--- src/rtl/mdu_pkg.sv ---
// Shared types for the EX-stage multiply/divide path.
// Op encoding and multiply-controller state enumeration.
package mdu_pkg;

   typedef enum logic [2:0] {
      OP_MULT  = 3'd0,
      OP_MULTU = 3'd1,
      OP_MUL   = 3'd2,
      OP_MADD  = 3'd3,
      OP_MADDU = 3'd4,
      OP_MSUB  = 3'd5,
      OP_MSUBU = 3'd6,
      OP_RSVD  = 3'd7
   } mul_op_e;

   typedef enum logic [1:0] {
      ST_IDLE  = 2'd0,
      ST_WAIT  = 2'd1,
      ST_ACC   = 2'd2,
      ST_DRAIN = 2'd3
   } mul_state_e;

   function automatic logic is_acc(input mul_op_e op);
      return (op == OP_MADD) || (op == OP_MADDU) ||
             (op == OP_MSUB) || (op == OP_MSUBU);
   endfunction

   function automatic logic is_sub(input mul_op_e op);
      return (op == OP_MSUB) || (op == OP_MSUBU);
   endfunction

   function automatic logic is_signed(input mul_op_e op);
      return (op == OP_MULT) || (op == OP_MUL) ||
             (op == OP_MADD) || (op == OP_MSUB);
   endfunction

endpackage

--- src/rtl/mul_ctrl.sv ---
// EX-stage multiply sequencer: drives the start/ready multiplier,
// performs HI/LO accumulate, issues HI/LO or GPR writes, stalls EX.
module mul_ctrl
   import mdu_pkg::*;
#(
   parameter bit ACC_EN = 1'b1
) (
   input  logic        clk,
   input  logic        rst,
   input  logic        req_valid,
   input  logic [2:0]  req_op,
   input  logic [31:0] req_a,
   input  logic [31:0] req_b,
   input  logic        flush,
   output logic        ex_stall,
   output logic        done,
   input  logic [63:0] hilo_rdata,
   output logic        hilo_we,
   output logic [63:0] hilo_wdata,
   output logic        gpr_we,
   output logic [31:0] gpr_wdata,
   output logic [31:0] mul_a,
   output logic [31:0] mul_b,
   output logic        mul_sign,
   output logic        mul_start,
   input  logic [63:0] mul_result,
   input  logic        mul_ready
);

   mul_state_e  state_q, state_d;
   mul_op_e     op_q, op_d;
   logic [63:0] prod_q, prod_d;
   mul_op_e     req_e;
   logic        op_ok;

   assign req_e = mul_op_e'(req_op);
   assign op_ok = (req_e != OP_RSVD) && (ACC_EN || !is_acc(req_e));

   assign mul_a    = rst ? '0 : req_a;
   assign mul_b    = rst ? '0 : req_b;
   assign mul_sign = rst ? 1'b0 : is_signed(req_e);

   always_ff @(posedge clk) begin
      if (rst) begin
         state_q <= ST_IDLE;
         op_q    <= OP_MULT;
         prod_q  <= '0;
      end else begin
         state_q <= state_d;
         op_q    <= op_d;
         prod_q  <= prod_d;
      end
   end

   always_comb begin
      state_d    = state_q;
      op_d       = op_q;
      prod_d     = prod_q;
      ex_stall   = 1'b0;
      done       = 1'b0;
      hilo_we    = 1'b0;
      hilo_wdata = '0;
      gpr_we     = 1'b0;
      gpr_wdata  = '0;
      mul_start  = 1'b0;

      unique case (state_q)
         ST_IDLE: begin
            if (req_valid && !flush) begin
               if (!op_ok) begin
                  done = 1'b1;
               end else if (!mul_ready) begin
                  mul_start = 1'b1;
                  ex_stall  = 1'b1;
                  op_d      = req_e;
                  state_d   = ST_WAIT;
               end else begin
                  // multiplier would ignore the start; hold EX a cycle
                  ex_stall = 1'b1;
               end
            end
         end

         ST_WAIT: begin
            if (flush) begin
               state_d = mul_ready ? ST_IDLE : ST_DRAIN;
            end else if (!mul_ready) begin
               ex_stall = 1'b1;
            end else if (is_acc(op_q)) begin
               ex_stall = 1'b1;
               prod_d   = mul_result;
               state_d  = ST_ACC;
            end else begin
               done    = 1'b1;
               state_d = ST_IDLE;
               if (op_q == OP_MUL) begin
                  gpr_we    = 1'b1;
                  gpr_wdata = mul_result[31:0];
               end else begin
                  hilo_we    = 1'b1;
                  hilo_wdata = mul_result;
               end
            end
         end

         ST_ACC: begin
            state_d = ST_IDLE;
            if (!flush) begin
               hilo_we    = 1'b1;
               hilo_wdata = is_sub(op_q) ? hilo_rdata - prod_q
                                         : hilo_rdata + prod_q;
               done       = 1'b1;
            end
         end

         ST_DRAIN: begin
            ex_stall = req_valid;
            if (mul_ready) state_d = ST_IDLE;
         end

         default: state_d = ST_IDLE;
      endcase

      // a reset cycle abandons whatever is in progress
      if (rst) begin
         ex_stall   = 1'b0;
         done       = 1'b0;
         hilo_we    = 1'b0;
         hilo_wdata = '0;
         gpr_we     = 1'b0;
         gpr_wdata  = '0;
         mul_start  = 1'b0;
      end
   end

endmodule

--- config.mk ---
export PLATFORM = sky130hd
export DESIGN_NAME = mul_ctrl
export DESIGN_NICKNAME = d
export VERILOG_FILES = /design/src/rtl/mdu_pkg.sv /design/src/rtl/mul_ctrl.sv
export SDC_FILE = /design/constraint.sdc
export NUM_CORES = 1
export LEC_CHECK = 0
export CAP_MARGIN = 20
export CELL_PAD_IN_SITES_DETAIL_PLACEMENT = 0
export CELL_PAD_IN_SITES_GLOBAL_PLACEMENT = 1
export CORE_MARGIN = 2
export CORE_UTILIZATION = 33
export CTS_BUF_LIST = sky130_fd_sc_hd__clkbuf_16
export CTS_CLUSTER_SIZE = 28
export DETAILED_ROUTE_END_ITERATION = 12
export PLACE_DENSITY_LB_ADDON = 0.1
export SYNTH_ARGS = -nofsm -noshare
export SYNTH_HDL_FRONTEND = slang
export SYNTH_SLANG_ARGS = --single-unit
--- constraint.sdc ---
create_clock -name clk -period 12.2 [get_ports clk]
set_input_delay 2.44 -clock clk [delete_from_list [all_inputs] [get_ports clk]]
set_output_delay 2.44 -clock clk [all_outputs]
set_load 0.02 [all_outputs]
* Word level (Yosys, flattened, before mapping)
Cells that the tools add are included.
Operators by class: add/sub/neg operators 2, eq/ne operators 17, multiplexer cells 58, bitwise operators 2, reduce and logical (&&, ||, !) cells 14
Operator list (count):
- $mux W64 | 7
- $mux W32 | 8
- $pmux W64 S2 | 1
- $add A64 B64 Y64 | 1
- $sub A64 B64 Y64 | 1
- $mux W1 | 30
- $mux W2 | 8
- $eq A3 B2 Y1 const B | 4
- $eq A3 B3 Y1 const B | 4
- $ne A2 B2 Y1 const B | 4
- $pmux W2 S4 | 1
- $reduce_and A4 Y1 | 2
- $logic_or A1 B1 Y1 | 7
- $ne A3 B3 Y1 const B | 2
- $pmux W1 S3 | 2
- $reduce_and A5 Y1 | 1
- $eq A2 B2 Y1 const B | 2
- $logic_not A3 Y1 | 1
- $eq A2 B1 Y1 const B | 1
- $logic_not A2 Y1 | 1
- $not A1 Y1 | 2
- $pmux W1 S2 | 1
- $logic_and A1 B1 Y1 | 1
- $logic_not A1 Y1 | 1
Storage, ports and cells: register bits after elaboration 69, bits of input ports 200, output and inout bits 166, word-level logic and storage cells 96

* Depth between registers and ports, before layout
Gate-level depths: netlist of the first run.
depth after elaboration 9, depth in mapped cells 22, depth with buffers taken out 21

* Least setup slack after synthesis of the first run
OpenSTA, ideal clock, no wires.
path type input-to-output, start input hilo_rdata[6], end output hilo_wdata[61], arrival time 5.115 ns, required time 9.760 ns, setup slack 4.645 ns, stages 11, path buffers 0, cell sequence ha_1 > a21o_1 > or3b_1 > o21ai_0 > a21oi_1 > o21ai_1 > a31oi_1 > o31ai_1 > a21o_1 > nand2_1 > o311ai_1
Between the ends: longest elaborated chain between the ends 5, elaborated cells between the ends (all ways) 6, those cells by class add/sub: 2; mux: 4
Ends and longest elaborated chain:
- from (decl) | RTL line mul_ctrl.sv:17 | input logic [63:0] hilo_rdata,
- $add A64 B64 Y64 or $sub A64 B64 Y64 (tied branches) | RTL line mul_ctrl.sv:111, mul_ctrl.sv:110
- $mux W64 (*) | RTL line mul_ctrl.sv:110 | hilo_wdata = is_sub(op_q) ? hilo_rdata - prod_q
- $mux W64 (*) | RTL line mul_ctrl.sv:108 | if (!flush) begin
- $pmux W64 S2 (*) | RTL line mul_ctrl.sv:67 | unique case (state_q)
- $mux W64 (*) | RTL line mul_ctrl.sv:125 | if (rst) begin
- to (decl) | RTL line mul_ctrl.sv:19 | output logic [63:0] hilo_wdata,
Mark *: on every way between the ends. The rest lies on a longest branch, timed or not.

* Worst setup path after layout of the first run
start input hilo_rdata[0], end output hilo_wdata[61]
Same word-level chain as after synthesis.

==> results by stage, run 1 <==
Status:
- The run finished with clean final reports.

Floorplanning:
- After floorplanning, the core was sized to cover 27100 µm².
- Pin placement for this block handled 366 I/O pins.
- The overall die height is 170 µm.
- The die covers 29000 µm².
- The floorplan has 60 rows.
- For this configuration, the core starts out at a cell density of 0.337.
- The floorplan die width is 170 µm.

Worst setup path:
- The first element of the critical path is hilo_rdata[0].
- The endpoint identified for the worst register-to-register timing path is prod_q[60].
- The largest stage delay on the critical path is 660 ps.
- Data on the critical path arrives at its endpoint at 6730 ps.
- The critical path in this run is classified as in -> out.
- The slowest library cell on the worst path is sky130_fd_sc_hd__clkdlybuf4s50_1.
- The startpoint kind of the worst setup timing path is an input port.
- Data on the critical path is required at its endpoint by 9760 ps.
- The kind of end point of the critical path is a primary output.
- The depth of the worst register-to-register path is 8.
- The reg-to-reg startpoint is state_q[1].
- The library cell appearing most often on the critical path is sky130_fd_sc_hd__clkdlybuf4s50_1.
- The peak fanout along the critical path is 4.
- The worst register-to-register path has a setup slack of 9890 ps.
- Walking the worst path, the cells encountered are clkdlybuf4s50_1, inv_1, ha_1, nor2b_1, o2111ai_1, a21boi_0, a21oi_1, o21ai_1, a31oi_1, o31ai_1, a21o_1, nand2_1, o311ai_1, clkdlybuf4s50_1.
- The critical path ends at hilo_wdata[61].

Synthesis:
- The post-synthesis share of cell area spent on and, or, nand and nor gates is 0.312.
- The sequential fraction of the synthesis area is 0.151.
- The largest total area in the synthesized netlist belongs to sky130_fd_sc_hd__dfxtp_1.
- The Yosys warning count is 0.
- After synthesis the netlist holds a flip-flop and latch count of 69.
- Synthesis handed over a netlist of 1364 instances.
- By area the synthesized netlist is led by sky130_fd_sc_hd__dfxtp_1 (15%), sky130_fd_sc_hd__nand2_1 (9.7%), sky130_fd_sc_hd__ha_1 (9.4%).
- After synthesis, the share of cell area in mux cells is 0.00548.
- Synthesis produced a netlist with a net count of 1634.
- Yosys mapped the design onto 67 distinct sky130hd cell types.
- The area share of xor/xnor cells in the synthesized design is 0.118.
- The area fraction in compound gates after synthesis was 0.275.
- The post-synthesis adder-cell area fraction is 0.0967.
- The share of synthesized area in the top cell type comes to 0.151.
- The post-synthesis instance area is 9140 µm².
- The most used flip-flop cell after synthesis is sky130_fd_sc_hd__dfxtp_1.
- By area, the combinational part of the netlist is dominated by simple AND/OR/NAND/NOR gates.
- Yosys mapped a number of flops with a built-in enable equal to 0.
- After synthesis, the share of flip-flops with an asynchronous set or reset is 0.
- A synthesized cell averages 6.70 µm².

Cells and area:
- The final layout contains 1949 nets.
- In the final layout, the share of cells above drive strength 1 is 0.0303.
- The layout has 2781 filler cells.
- The area growth from synthesis to layout is 46.6%.

Detailed routing:
- The routed via count is 10900.
- The final antenna-violating net count is 0.
- In the routed layout, each cell is associated on average with a via count of 5.30.
- Wires add up to 39100 µm.
- For this run, design rule violations remaining after detail routing come to 0.
- The average wire per cell in the routed design is 19.0 µm.
- The first routing iteration left 644 violations.
- The number of detailed-route iterations in the first pass is 5.

Placed design:
- The count of buffers added on input and output ports is 365.
- At the end of routability-driven placement, the weighted congestion stood at 0.917.
- The post-DP HPWL is 30800 µm.

Global routing:
- The via count of the first global-routing pass is 10600.
- The number of antenna violations at the first check in global routing was 3.
- The first global-routing pass estimated 59200 µm of wire.
- After global routing the overflow that remains totals 0.
- The pin count of the biggest net entering global routing is 84.
- The global-route usage over all layers is 0.263.

Timing:
- The final count of pins violating max slew was 0.
- The worst path in the final design needs a cycle of 9170 ps, including I/O delays and setup.
- The normalized max-slew margin is 0.264.
- Setup repair after global routing left no endpoint under its margin.
- Based on the critical path, the design can be clocked at up to 0.109 GHz.
- The final period utilization is 0.752.
- Setup violations remaining at the end of the flow were counted as 0.
- The slew at the pin with the worst max-slew slack is 1100 ps.
- For the final database, setup skew stands at 8.43 ps.
- The sum of negative setup slack is 0 ps.
- The final-report hold violation count is 0.

Min path:
- The tightest min-delay check is of the reg -> reg type.

CTS:
- The clock root buffer is sky130_fd_sc_hd__clkbuf_16.
- Buffers inserted to repair hold after CTS numbered 0.
- The clock net sink count is 69.
- The number of H-tree branching levels is 3.
- After clock tree synthesis, the clock-pin slew on the worst setup and hold paths is 70 ps.
- The post-cts sizing count is 0.
- Buffers added to address setup during post-CTS repair amount to 0.
- The deepest clock path buffer count is 2.
- The total clock buffers created by CTS is 9.
- For the worst-skew pair, the clock arrives at the later sink with an insertion delay of 340 ps.
- The CTS tree is built.

Job:
- The number of maximum-capacitance constraint violations is 0.

Power and ir drop:
- The peak ir drop on the vdd network is 0.0590 mV.
- For this design the static power due to leakage is 4.81 nW.
- The total power of the final layout is 931 µW.
- The power density over cell area is 69.5 nW/µm².
-- state kept, by name, summed over array words and instances, names as in the netlist --
name / cells
op_q: 3
state_q: 2
prod_q: 64
-- routing by layer --
metal	share of wire	vias to the layer above	GRT usage
li1	-	5429	-
met1	0.45	5063	0.351
met2	0.46	382	0.430
met3	0.072	40	0.0579
met4	0.017	2	0.0621
met5	0.00041	-	0
-- where the power goes --
group	switching, mW	leakage (nW)	internal, mW	total (mW)
clock network	0.111	0.145	0.156	0.267
registers	0.00180	0.556	0.227	0.228
logic	0.238	4.11	0.198	0.435
total	0.351	4.81	0.580	0.931
-- Yosys cell counts (3+ instances only) --
cell type / instances
sky130_fd_sc_hd__a221oi_1: 3
sky130_fd_sc_hd__o31ai_1: 8
sky130_fd_sc_hd__a22oi_1: 25
sky130_fd_sc_hd__mux2i_1: 5
sky130_fd_sc_hd__xor2_1: 52
sky130_fd_sc_hd__o21ai_1: 12
sky130_fd_sc_hd__o211ai_1: 3
sky130_fd_sc_hd__a21o_1: 36
sky130_fd_sc_hd__o41ai_1: 5
sky130_fd_sc_hd__inv_1: 30
sky130_fd_sc_hd__nor2_1: 105
sky130_fd_sc_hd__o21ai_0: 71
sky130_fd_sc_hd__or4_1: 6
sky130_fd_sc_hd__nor3_1: 18
sky130_fd_sc_hd__clkbuf_1: 71
sky130_fd_sc_hd__nor4_2: 3
sky130_fd_sc_hd__o221ai_1: 4
sky130_fd_sc_hd__or3_1: 8
sky130_fd_sc_hd__nand3_1: 17
sky130_fd_sc_hd__o21bai_1: 21
sky130_fd_sc_hd__a21oi_1: 171
sky130_fd_sc_hd__a31o_2: 3
sky130_fd_sc_hd__nor4_1: 10
sky130_fd_sc_hd__a31oi_1: 17
sky130_fd_sc_hd__and2_1: 42
sky130_fd_sc_hd__dfxtp_1: 69
sky130_fd_sc_hd__and3_1: 10
sky130_fd_sc_hd__o21a_1: 10
sky130_fd_sc_hd__nand4_1: 20
sky130_fd_sc_hd__nor2b_1: 73
sky130_fd_sc_hd__xnor2_1: 71
sky130_fd_sc_hd__a22o_1: 4
sky130_fd_sc_hd__nand2b_1: 12
sky130_fd_sc_hd__ha_1: 69
sky130_fd_sc_hd__nand2_1: 236
-- per-stage QoR --
| stage | cells | hold WS (ps) | util | setup slack (ps) | area [µm²] |
|---|---|---|---|---|---|
| global placement | 2039 | 454 | 0.483 | 3230 | 13100 |
| global route | 2058 | 495 | 0.494 | 2730 | 13400 |
| finish | 2058 | 473 | 0.494 | 3030 | 13400 |
| CTS | 2055 | 475 | 0.494 | 3110 | 13400 |
| floorplan | 1364 | 448 | - | 4650 | 9140 |
| detailed placement | 2039 | 466 | 0.483 | 3140 | 13100 |
-- area by class of cell --
type	instances	area, µm²	area share
inverter	30	113	0.00841
sequential	69	1380	0.103
timing repair buffer	377	3750	0.280
multi-input combinational	1192	7400	0.552
clock buffer	9	225	0.0168
tap	372	465	0.0347
antenna	2	5.00	0.000374
clock inverter	7	58.8	0.00439
-- cells by family (layout without fill, tap and decap cells) --
| family | after synthesis | after routing |
|---|---|---|
| muxes | 5 | 5 |
| buffers and inverters | 103 | 423 |
| AOI/OAI and AO/OA | 415 | 415 |
| and+or+nand+nor | 579 | 579 |
| DFF | 69 | 69 |
| adders and majority gates | 70 | 70 |
| xor gates and xnor gates | 123 | 123 |
| other | 0 | 2 |
-- placed cells by master, fill, tap and decap left out, types with 5 or more instances in the layout --
cell and count:
sky130_fd_sc_hd__nand3_1 16, sky130_fd_sc_hd__inv_1 32, sky130_fd_sc_hd__nand4_1 20, sky130_fd_sc_hd__nor4_1 10
sky130_fd_sc_hd__clkdlybuf4s50_1 364, sky130_fd_sc_hd__nand2b_1 12, sky130_fd_sc_hd__nor2_1 104, sky130_fd_sc_hd__ha_1 69
sky130_fd_sc_hd__nor3_1 17, sky130_fd_sc_hd__xor2_1 52, sky130_fd_sc_hd__and3_1 10, sky130_fd_sc_hd__buf_4 12
sky130_fd_sc_hd__a21oi_1 170, sky130_fd_sc_hd__or3_1 8, sky130_fd_sc_hd__mux2i_1 5, sky130_fd_sc_hd__clkbuf_16 9
sky130_fd_sc_hd__and2_1 41, sky130_fd_sc_hd__o41ai_1 5, sky130_fd_sc_hd__or4_1 6, sky130_fd_sc_hd__xnor2_1 71
sky130_fd_sc_hd__o21ai_1 12, sky130_fd_sc_hd__a22oi_1 25, sky130_fd_sc_hd__o21a_1 10, sky130_fd_sc_hd__dfxtp_1 69
sky130_fd_sc_hd__o21bai_1 21, sky130_fd_sc_hd__a31oi_1 17, sky130_fd_sc_hd__nor2b_1 71, sky130_fd_sc_hd__o21ai_0 71
sky130_fd_sc_hd__o31ai_1 8, sky130_fd_sc_hd__a21o_1 36, sky130_fd_sc_hd__nand2_1 236
-- how the worst min path moves through the flow --
stage,startpoint,end,slack (ps),cells past startpoint
finish,prod_q[63],prod_q[63],470,2
detailed placement,prod_q[63],prod_q[63],470,2
CTS,prod_q[63],prod_q[63],480,2
floorplan,prod_q[63],prod_q[63],450,2
global route,prod_q[63],prod_q[63],500,2
global placement,prod_q[63],prod_q[63],450,2
-- worst max-delay path: cells and delay by family --
kind / cells / cell delay, ps
compound gates: 8 / 2640
fa+ha+maj: 1 / 210
buf+inv: 3 / 1160
simple gates: 2 / 260
Note: power is estimated with default switching activity, not from simulation.
==> run 2, diff against run 1 <==
Settings changed: CORE_UTILIZATION 33 to 28.
Clock period 12.2 ns to 7.8 ns, I/O delays scaled along.
==> results by stage, run 2 (synthesis gave the netlist of run 1 again) <==
Power and ir drop:
- The fraction of power spent switching nets is 0.386 (+0.00923).
- The relative contribution of the clock network to total power is 0.292 (+0.005).
- The sequential cell fraction of total power is 0.239 (-0.006).
- The leakage dissipation came to 4.90 nW (+1.8%).
- The combinational group share of total power came to 0.469 (about the same).
- The internal power component is 919 µW (+58%).
- The peak ir drop on the vdd network is 0.104 mV (+77%).
- The power density over cell area is 110 nW/µm² (+58%).
- The net switching power figure is 578 µW (+65%).

Cells and area:
- In the layout the commonest cells are sky130_fd_sc_hd__clkdlybuf4s50_1 (362), sky130_fd_sc_hd__nand2_1 (236), sky130_fd_sc_hd__a21oi_1 (170), sky130_fd_sc_hd__nor2_1 (104).
- The fill cell total of the finished layout is 3478 (+25%).
- The most common cell after layout, fill and taps aside is sky130_fd_sc_hd__clkdlybuf4s50_1.
- The net total in the final layout was 1960 (+0.56%).
- The signed area change from the synthesized netlist to the final layout is 49.0%.
- The flip-flop count of the largest register, all copies and words added came to 64 (unchanged).
- The utilization after layout is 0.421 (-0.0736).
- The register ranked first by flip-flop count is prod_q.
- The largest registers in the layout are prod_q (64), op_q (3), state_q (2).
- The proportion of layout cells with a drive suffix above 1 is 0.0407 (+0.0104).

Floorplanning:
- The initial core utilization was 0.282 (-0.0549).
- The number of top-level design ports is 366 (unchanged).
- The cell row count is 66 (+10%).
- The overall die height was 185 µm (+8.4%).
- The floorplan die width is 185 µm (+8.4%).
- The floorplan core area is 32400 µm² (+19%).
- The full die area came to 34100 µm² (+17%).

Placed design:
- The post-DP HPWL is 35700 µm (+16%).
- The final weighted congestion in routability-driven placement is 0.898 (-2.0%).
- The port buffer count came to 365 (unchanged).

Worst setup path:
- The setup slack on the worst flop-to-flop path is 5310 ps (-4580 ps).
- The depth of the worst register-to-register path is 8 (unchanged).
- The number of buffers and inverters on the critical path is 2 (-1).
- The endpoint identified for the worst register-to-register timing path is prod_q[58].
- The category of the most critical setup path is reg -> out.
- Traced cell by cell, the critical path runs through or4_4, nor4_4, nand2b_1, or3_1, o21ai_0, xor2_1, ha_1, nand2_1, nor4_1, buf_4, nand4_1, o21ai_2, o21ai_2, o211ai_1, a21oi_1, xnor2_1, a22oi_1, nor2_1, clkdlybuf4s50_1.
- The peak fanout along the critical path is 6 (+2).
- In this run the critical register-to-register path is launched from state_q[1].
- For this design, the slowest cell found on the critical path is sky130_fd_sc_hd__clkdlybuf4s50_1.
- The worst setup path is launched from a register.
- The endpoint arrival time on the critical path is 5880 ps (-850 ps).
- STA classifies the critical path endpoint as a primary output.
- The largest stage delay on the critical path came to 700 ps (+40 ps).
- Counting stages on the worst path, the most repeated cell is sky130_fd_sc_hd__o21ai_2.
- The critical path data required time is 6240 ps (-3520 ps).
- Among cell families on the critical path, the largest total delay comes from simple AND/OR/NAND/NOR gates.

Detailed routing:
- The final antenna-violating net count is 0 (unchanged).
- The number of DRC markers in iteration 0 came to 624 (-3.1%).
- The routed via count divided by cell count is 5.07 (-4.4%).
- The routed wire length is 43900 µm (+12%).
- The routed via count is 10800 (-0.68%).
- The number of detailed-route iterations in the first pass was 5 (unchanged).
- The average wire per cell in the routed design is 20.5 µm (+7.9%).
- The number of design rule violations left after detail routing was 0 (unchanged).

CTS:
- The total clock buffers created by CTS was 9 (unchanged).
- The latest clock arrival within the worst-skew pair is 360 ps (+20 ps).
- The clock slew at the register clock pins of the worst setup and hold paths is 70 ps (about the same).
- The tree is rooted in a sky130_fd_sc_hd__clkbuf_16.
- The CTS tree is built.
- The clock net sink count is 69 (unchanged).
- The deepest clock path buffer count is 2 (unchanged).
- The number of buffers inserted for hold repair after clock tree synthesis came to 0 (unchanged).
- The number of H-tree branching levels is 3 (unchanged).

Timing:
- Dividing the final minimum period by the clock period gives 0.954.
- The final-report setup violation count is 0 (unchanged).
- The clock skew came to 14.0 ps (+5.57 ps).
- The final-report hold violation count is 0 (unchanged).
- The worst hold slack is 480 ps (+7.46 ps).
- The sum of negative setup slack came to 0 ps (unchanged).
- The smallest clock period supported by the final layout is computed as 7440 ps.
- The final count of pins violating max slew is 0 (unchanged).
- The normalized max-slew margin is 0.396 (+0.132).
- The slew at the pin with the worst max-slew slack is 907 ps (-194 ps).
- The maximum clock frequency is 0.134 GHz.

Min path:
- The cell depth of the worst min-delay path is 2 (unchanged).
- The worst hold path class is reg -> reg.
- The worst min-delay path endpoint is prod_q[63].
- The startpoint identified for the worst hold timing path is prod_q[63].

Global routing:
- The first-pass GRT wire length is 64300 µm (+8.6%).
- The number of antenna violations at the first check in global routing is 2 (-1).
- The pin count of the biggest net entering global routing was 75 (-11%).
- The overall overflow remaining after global route is 0 (unchanged).
- The global-route usage over all layers is 0.251 (-0.0115).
- The via count of the first global-routing pass was 10700 (+0.34%).

Status:
- The flow ran to the end, and the final reports show no timing, DRC or antenna violations.

Job:
- The number of maximum-capacitance constraint violations came to 0 (unchanged).
==> run 2: how the worst max path moves through the flow <==
stage                     cells past startpoint              to          start
after global routing                         19  hilo_wdata[63]      prod_q[8]
after detailed placement                     15  hilo_wdata[50]  hilo_rdata[0]
after global placement                       19  hilo_wdata[50]      prod_q[8]
after floorplan                              17  hilo_wdata[60]      prod_q[2]
final                                        19  hilo_wdata[38]      prod_q[8]
after CTS                                    19  hilo_wdata[50]      prod_q[8]
==> run 2: layout make-up <==
| class | count | area, µm² | share of cell area |
|---|---|---|---|
| multi-input cells | 1192 | 7440 | 0.546 |
| repair buffers | 388 | 3830 | 0.281 |
| flip-flops and latches | 69 | 1380 | 0.101 |
| well taps | 442 | 553 | 0.0406 |
| clock buffers | 9 | 225 | 0.0165 |
| inverters | 30 | 113 | 0.00827 |
| clock inverters | 7 | 73.8 | 0.00542 |
| diodes | 2 | 5.00 | 0.000367 |
==> run 2: power groups by stage <==
| stage | clock network (mW) | registers, mW | logic (mW) |
|---|---|---|---|
| finish | 0.437 | 0.357 | 0.703 |
| global route | 0.463 | 0.357 | 0.765 |
| CTS | 0.448 | 0.357 | 0.700 |
| detailed placement | 0 | 0.365 | 0.693 |
| global placement | 0 | 0.365 | 0.703 |
| floorplan | 0 | 0.364 | 0.401 |
==> run 2: metal layers <==
metal / track usage / vias to the layer above / share of wire
li1: - / 5456 / -
met1: 0.307 / 5002 / 0.42
met2: 0.440 / 342 / 0.49
met3: 0.0532 / 42 / 0.063
met4: 0.0749 / 0 / 0.027
met5: 0 / - / 0
==> run 2: worst register-to-register path, cell delays in order, from the launching register on <==
cell	delay, ps
sky130_fd_sc_hd__dfxtp_1	340
sky130_fd_sc_hd__inv_1	100
sky130_fd_sc_hd__ha_1	160
sky130_fd_sc_hd__nor2b_1	440
sky130_fd_sc_hd__nand2_1	210
sky130_fd_sc_hd__nor2_4	110
sky130_fd_sc_hd__buf_4	620
sky130_fd_sc_hd__nand2_1	280
sky130_fd_sc_hd__a21oi_1	160
==> run 2: per-stage QoR <==
stage | power, mW | worst slack [ps] | std cells | cell area, µm²
finish | 1.50 | 362 | 2139 | 13600
global route | 1.58 | -10.9 | 2139 | 13600
CTS | 1.50 | 95.0 | 2136 | 13600
detailed placement | 1.06 | 475 | 2120 | 13300
global placement | 1.07 | 482 | 2120 | 13300
floorplan | 0.765 | 1680 | 1364 | 9140
==> run 2: timing repair <==
item | 4_1_cts | 5_1_grt
endpoints found under the hold margin | 0 | 0
setup buffers | 0 | 1
gates resized for setup | 0 | 10
setup endpoints to repair | 0 | 13
